**src/rtl/scd_mem_pkg.sv**
```systemverilog
// Shared definitions for the scd data memory: access sizes, control states,
// byte-lane count and small lane/alignment helpers.
package scd_mem_pkg;

    localparam int LANES = 4;

    typedef enum logic [1:0] {
        SZ_BYTE = 2'b00,
        SZ_HALF = 2'b01,
        SZ_WORD = 2'b10,
        SZ_ILL  = 2'b11
    } size_e;

    typedef enum logic {
        ST_CLEAR = 1'b0,
        ST_RUN   = 1'b1
    } state_e;

    function automatic logic is_misaligned(input logic [1:0] sz, input logic [1:0] off);
        case (sz)
            SZ_BYTE: is_misaligned = 1'b0;
            SZ_HALF: is_misaligned = off[0];
            SZ_WORD: is_misaligned = (off != 2'b00);
            default: is_misaligned = 1'b1;
        endcase
    endfunction

    function automatic logic [LANES-1:0] lane_mask(input logic [1:0] sz, input logic [1:0] off);
        case (sz)
            SZ_BYTE: lane_mask = 4'b0001 << off;
            SZ_HALF: lane_mask = 4'b0011 << off;
            SZ_WORD: lane_mask = 4'b1111;
            default: lane_mask = 4'b0000;
        endcase
    endfunction

endpackage

```
**src/rtl/scd_ram_be.sv**
```systemverilog
// Single-port RAM with per-byte write enables and a registered read address;
// the storage array has no reset.
module scd_ram_be #(
    parameter int DW = 32,
    parameter int AW = 5,
    parameter int NB = DW / 8
) (
    input  logic          i_clk,
    input  logic [NB-1:0] i_we,
    input  logic [AW-1:0] i_addr,
    input  logic [DW-1:0] i_wdata,
    output logic [DW-1:0] o_rdata
);

    logic [DW-1:0] r_mem [2**AW];
    logic [AW-1:0] r_addr;

    // Lane writes and read-address capture; a read the cycle after a write sees the new bytes
    always_ff @(posedge i_clk) begin
        for (int i = 0; i < NB; i++) begin
            if (i_we[i]) begin
                r_mem[i_addr][i*8 +: 8] <= i_wdata[i*8 +: 8];
            end
        end
        r_addr <= i_addr;
    end

    assign o_rdata = r_mem[r_addr];

endmodule

```
**src/rtl/scd_dmem.sv**
```systemverilog
// Byte-addressable data memory: zero-fills itself after reset, performs byte/half/word
// loads and stores, rejects misaligned accesses and optionally registers load data.
module scd_dmem
    import scd_mem_pkg::*;
#(
    parameter int DW      = 32,
    parameter int WA      = 5,
    parameter int OUT_REG = 1
) (
    input  logic          memclk,
    input  logic          rst,
    input  logic          req,
    input  logic          we,
    input  logic [1:0]    size,
    input  logic          sext,
    input  logic [31:0]   addr,
    input  logic [DW-1:0] datain,
    output logic          ready,
    output logic [DW-1:0] dataout,
    output logic          dvalid,
    output logic          misalign
);

    logic [1:0]       w_off;
    logic [WA-1:0]    w_widx;
    logic             w_mis;
    logic             w_acc;
    logic             w_unused_addr;
    logic [LANES-1:0] w_ram_we;
    logic [WA-1:0]    w_ram_addr;
    logic [DW-1:0]    w_ram_wdata;
    logic [DW-1:0]    w_rdata;
    logic [DW-1:0]    w_shift;
    logic [DW-1:0]    w_ext;

    state_e           r_state;
    logic [WA-1:0]    r_clr_cnt;
    logic             r_ready;
    logic             r_p1_valid;
    logic [1:0]       r_p1_off;
    logic [1:0]       r_p1_size;
    logic             r_p1_sext;
    logic             r_dvalid;
    logic             r_misalign;
    logic [DW-1:0]    r_dout;

    assign w_off         = addr[1:0];
    assign w_widx        = addr[WA+1:2];
    assign w_unused_addr = ^addr[31:WA+2];
    assign w_mis         = is_misaligned(size, w_off);
    assign w_acc         = req & r_ready;

    // RAM port mux: the clear sweep owns the port until RUN, then aligned stores write lanes
    always_comb begin
        w_ram_we    = {LANES{1'b0}};
        w_ram_addr  = w_widx;
        w_ram_wdata = {DW{1'b0}};
        if (r_state == ST_CLEAR && !rst) begin
            w_ram_we   = {LANES{1'b1}};
            w_ram_addr = r_clr_cnt;
        end else if (w_acc && we && !w_mis) begin
            w_ram_we = lane_mask(size, w_off);
            case (size)
                SZ_BYTE: w_ram_wdata = {LANES{datain[7:0]}};
                SZ_HALF: w_ram_wdata = {(LANES/2){datain[15:0]}};
                default: w_ram_wdata = datain;
            endcase
        end else begin
            w_ram_we = {LANES{1'b0}};
        end
    end

    scd_ram_be #(.DW(DW), .AW(WA), .NB(LANES)) u_ram (
        .i_clk   (memclk),
        .i_we    (w_ram_we),
        .i_addr  (w_ram_addr),
        .i_wdata (w_ram_wdata),
        .o_rdata (w_rdata)
    );

    assign w_shift = w_rdata >> {r_p1_off, 3'b000};

    // Bring the addressed lanes down to bit 0 and extend sub-word results
    always_comb begin
        case (r_p1_size)
            SZ_BYTE: w_ext = {{(DW-8){r_p1_sext & w_shift[7]}}, w_shift[7:0]};
            SZ_HALF: w_ext = {{(DW-16){r_p1_sext & w_shift[15]}}, w_shift[15:0]};
            default: w_ext = w_shift;
        endcase
    end

    // Control FSM: sweep zeros through every word, then accept requests
    always_ff @(posedge memclk) begin
        if (rst) begin
            r_state   <= ST_CLEAR;
            r_clr_cnt <= {WA{1'b0}};
            r_ready   <= 1'b0;
        end else begin
            case (r_state)
                ST_CLEAR: begin
                    r_clr_cnt <= r_clr_cnt + {{(WA-1){1'b0}}, 1'b1};
                    if (r_clr_cnt == {WA{1'b1}}) begin
                        r_state <= ST_RUN;
                        r_ready <= 1'b1;
                    end else begin
                        r_state <= ST_CLEAR;
                        r_ready <= 1'b0;
                    end
                end
                ST_RUN: begin
                    r_state   <= ST_RUN;
                    r_clr_cnt <= r_clr_cnt;
                    r_ready   <= 1'b1;
                end
                default: begin
                    r_state   <= ST_CLEAR;
                    r_clr_cnt <= {WA{1'b0}};
                    r_ready   <= 1'b0;
                end
            endcase
        end
    end

    // Load/misalign pipeline; reset drops any load still in flight
    always_ff @(posedge memclk) begin
        if (rst) begin
            r_p1_valid <= 1'b0;
            r_p1_off   <= 2'b00;
            r_p1_size  <= 2'b00;
            r_p1_sext  <= 1'b0;
            r_misalign <= 1'b0;
            r_dvalid   <= 1'b0;
            r_dout     <= {DW{1'b0}};
        end else begin
            r_p1_valid <= w_acc & ~we & ~w_mis;
            r_p1_off   <= w_off;
            r_p1_size  <= size;
            r_p1_sext  <= sext;
            r_misalign <= w_acc & w_mis;
            r_dvalid   <= r_p1_valid;
            if (r_p1_valid) begin
                r_dout <= w_ext;
            end else begin
                r_dout <= r_dout;
            end
        end
    end

    // Without the output register, data bypasses r_dout only while valid so it still holds
    generate
        if (OUT_REG != 0) begin : g_oreg
            assign dataout = r_dout;
            assign dvalid  = r_dvalid;
        end else begin : g_ocomb
            assign dataout = r_p1_valid ? w_ext : r_dout;
            assign dvalid  = r_p1_valid;
        end
    endgenerate

    assign ready    = r_ready;
    assign misalign = r_misalign;

endmodule

```
**config.mk**
```make
export PLATFORM = sky130hd
export DESIGN_NAME = scd_dmem
export DESIGN_NICKNAME = d
export VERILOG_FILES = /design/src/rtl/scd_mem_pkg.sv /design/src/rtl/scd_ram_be.sv /design/src/rtl/scd_dmem.sv
export SDC_FILE = /design/constraint.sdc
export NUM_CORES = 1
export LEC_CHECK = 0
export BUFFER_PORTS_ARGS = -buffer_cell sky130_fd_sc_hd__buf_4
export CAP_MARGIN = 20
export CORE_ASPECT_RATIO = 2
export CORE_MARGIN = 10
export CORE_UTILIZATION = 45
export CTS_BUF_LIST = sky130_fd_sc_hd__clkbuf_4
export CTS_CLUSTER_SIZE = 28
export DETAILED_ROUTE_END_ITERATION = 7
export SLEW_MARGIN = 20
export SYNTH_ARGS = -nofsm -noshare
export SYNTH_HDL_FRONTEND = slang
export SYNTH_HIERARCHICAL = 1
export SYNTH_SLANG_ARGS = --single-unit
```
**constraint.sdc**
```tcl
create_clock -name memclk -period 2.8 [get_ports memclk]
set_input_delay 0.56 -clock memclk [delete_from_list [all_inputs] [get_ports memclk]]
set_output_delay 0.56 -clock memclk [all_outputs]
set_load 0.005 [all_outputs]
```
==> metrics.md <==
| Metric | Value |
|---|---|
| Outcome | finished with violations |
| Failing checks | negative setup slack |
| Number of synthesized register bits | 1075 |
| Design area | 54500 um^2 |
| Synth Net Count | around 2800 |
| Placer Congestion | ~0.92 |
| Post-Route WL | between 100 and 150 mm |
| GRT Util Overall | 0.217 |
| Post-DP HPWL | 82.7 mm |
| Register area | 31800 um^2 |
| Synth Flop Type | edfxtp_1 |
| Vias in the first global route | 27700 |
| Max_slew headroom | 0.445 |
| Seq/Total Area, Yosys | 0.728 |
| Hold crit path type | in -> reg |
| Clk sinks | 1075 |
| Crit Path Max Fanout | 14 |
| Setup WS post-layout | -0.0451 ns |
| # nets final | 3410 |
| Critical-path top delay cell | dfxtp_4 |
| Critical Path RT | 3.77 ns |
| Worst slack, placed | -0.583 ns |
| Mux cell area share after synthesis | 0.133 |
| Overflow after GRT | 0 |
| Clk buf depth | 3 |
| PwrDens | 594 nW/um^2 |
| Clk_skew | roughly 0.062 ns |
| Vias per inst | 5.54 |
| Syn Inst Count | 2713 |
| Synth Area in Adders | 0.000573 |
| DR vias | 26200 |
| Share of layout cells above drive strength 1 | 0.290 |
| Wire per inst | 25.4 um |
| Critical Path, Cell by Cell | buf_12 > buf_12 > buf_16 > mux2i_2 > a22oi_2 > a31oi_4 > nand3_4 > mux2i_2 > o211ai_1 > a31oi_4 > clkbuf_16 > a211oi_2 |
| R2R depth | 12 |
| Top cell type's share of synthesized area | 0.704 |
| Synth async-reset ratio | 0 |
| Total I/O pin count | 106 |
| Placed cell count | 4246 |
| Overall Power | 32.4 mW |
| Synth cell types | between 40 and 50 |
| Root Buffer | clkbuf_4 |
| Top post-synthesis cells by count | edfxtp_1 (1024), mux2i_1 (548), and2_1 (138), nand2_1 (125), a21oi_1 (120) |
| EDFF count, synth | 1024 |
| Drt first pass iters | 5 |
| Area after DPL | 50000 um^2 |
| TNS Setup | -0.372 ns |
| Setup crit end kind | flop |
| Die W | 240 um |
| Cell family with most CP delay | compound AO/OA/AOI/OAI gates |
| Clock buffer count from CTS | 220 |
| Initial Utilization | 0.453 |
| Synth Area in Simple Gates | 0.0590 |
| Max Fclk | 351 MHz |
| CP Launch Type | flop |
| Final Hold Fails | 0 |
| Core Region | 96300 um^2 |
| Filler instances | 7513 |
| Max-Cap Viols | 0 |
| # rows | around 160 |
| Area leader, netlist | edfxtp_1 |
| Min-Delay Path Depth | 4 |
| Post-synthesis compound-gate area fraction | 0.0572 |
| Synthesized area | 43700 um^2 |
| Clk slew on worst S/H paths | 0.08 ns |
| Post-synthesis xor/xnor area fraction | 0.000802 |
| Slew @ Worst Pin | 0.824 ns |
| Die height | ~460 um |
| Setup-failing EPs final | 16 |
| Non-filler cells, final | 4733 |
| Multi-input logic area | 11500 um^2 |
| Maximum level of the CTS H-tree | 4 |
| Slowest cell delay on critical path | about 0.46 ns |
| Clock Latency Late Sink | 1.15 ns |
| RSZ-0062 raised after global routing | true |
| VDD IR max | 0.361 mV |
| Combinational family with the most area after synthesis | multiplexers |
| Largest net degree at the start of global routing | 36 |
| Slew Limit Fails | 0 |
| Synth top area cells | edfxtp_1 (70%), mux2i_1 (13%), dfxtp_1 (2.3%) |
| Leakage | ~19 nW |
| Critical Path AT | 3.82 ns |
| Count leader, synth | edfxtp_1 |
| Routed Antenna Nets | 0 |
| Layout Utilization | 0.566 |
| Die area | approximately 110000 um^2 |
| Levels on crit path | 12 |
| Hold WS | approximately 0.13 ns |
| Area grow syn2layout | 24.9% |
| Period minus WS final | 2.85 ns |
| CTS tree | done |
| First-pass GRT wire length | 175 mm |
| Antenna violations before repair | 3 |
| Yosys warning total | 6 |
| Final Cycle Share | 1.02 |
| Port Buf Inserts | 80 |
| Detailed Route Iter0 Violations | about 1900 |
| CP Class | reg -> reg |
| Synthesized area per cell | about 16 um^2 |
| Residual DRC | 0 |
| Buf+Inv Stages, Crit Path | 4 |
timing repair:
action                     CTS  global route
buffers inserted            22            26
hold endpoints to repair   559             0
setup endpoints to repair   32            32
hold buffers                35             0
pin swaps                   20            31
gates cloned                 8             6
resized for setup           79            70
final timing paths:
kind	slack, ns	startpoint	endpoint
worst max-delay path	-0.05	flop	dataout[16]$_SDFFE_PP0P_
worst min-delay path	0.13	datain[27]	u_ram/r_mem[16][27]$_DFFE_PP_
worst max register to register	-0.05	flop	dataout[16]$_SDFFE_PP0P_
worst min register to register	0.50	dataout[19]$_SDFFE_PP0P_	dataout[19]$_SDFFE_PP0P_
worst min-delay path: stages:
cell     delay [ns]
buf_4          0.08
a21oi_1        0.06
nor2_2         0.13
buf_12         0.21
report_power, final:
part	switching (mW)	total (mW)	internal, mW	leakage [nW]
sequential	0.0633	17.6	17.5	8.55
clock	5.84	11.3	5.44	1.66
combinational	1.90	3.53	1.62	8.37
total	7.80	32.4	24.6	18.6
cell type report:
cell class                 count  share of cell area
inverter                       4            0.000275
tap                         1222              0.0280
timing repair buffer         570               0.127
clock buffer                 318              0.0438
sequential                  1075               0.583
clock inverter                76             0.00757
multi-input combinational   1466               0.211
antenna                        2           0.0000918
metal layers:
layer | track usage | share of wire | up-vias
met4 | 0.130 | 0.063 | 2
met5 | 0 | 0.000091 | -
li1 | - | - | 11900
met2 | 0.392 | 0.53 | 902
met3 | 0.0395 | 0.049 | 274
met1 | 0.232 | 0.35 | 13100
logic make-up after synthesis:
kind of cell               Yosys count
AOI/OAI and AO/OA                  365
xor gates and xnor gates             4
adders and majority gates            2
buffers and inverters              172
and+or+nand+nor                    527
muxes                              568
DFF                               1075
registers in the layout, summed over array words and instances, names as in the netlist, 2 cells and up, named ones only:
register     flops
dataout         32
u_ram/r_mem   1024
r_p1_size        2
r_p1_off         2
r_clr_cnt        5
placed cells by master, fill, tap and decap left out, types with 5 or more instances in the layout:
cell type and instances:
a211oi_2 13, a21oi_1 112, a21oi_2 8, a22o_1 71, a22oi_1 95, a31oi_1 27
and2_1 137, buf_12 163, buf_16 8, buf_4 324, buf_6 24, buf_8 5
clkbuf_16 7, clkbuf_4 318, clkinv_1 45, clkinv_2 15, clkinvlp_4 5, dfxtp_1 49
dlygate4sd3_1 35, edfxtp_1 1024, mux2_2 12, mux2i_1 529, mux2i_2 16, mux4_2 8
nand2_1 124, nand2b_1 5, nand3_1 79, nand3_2 11, nand3_4 9, nor2_1 84
nor2_2 15, nor2b_1 9, nor3_1 25, nor3_2 8, o21ai_0 15
Power figures use the tool's default switching activity.
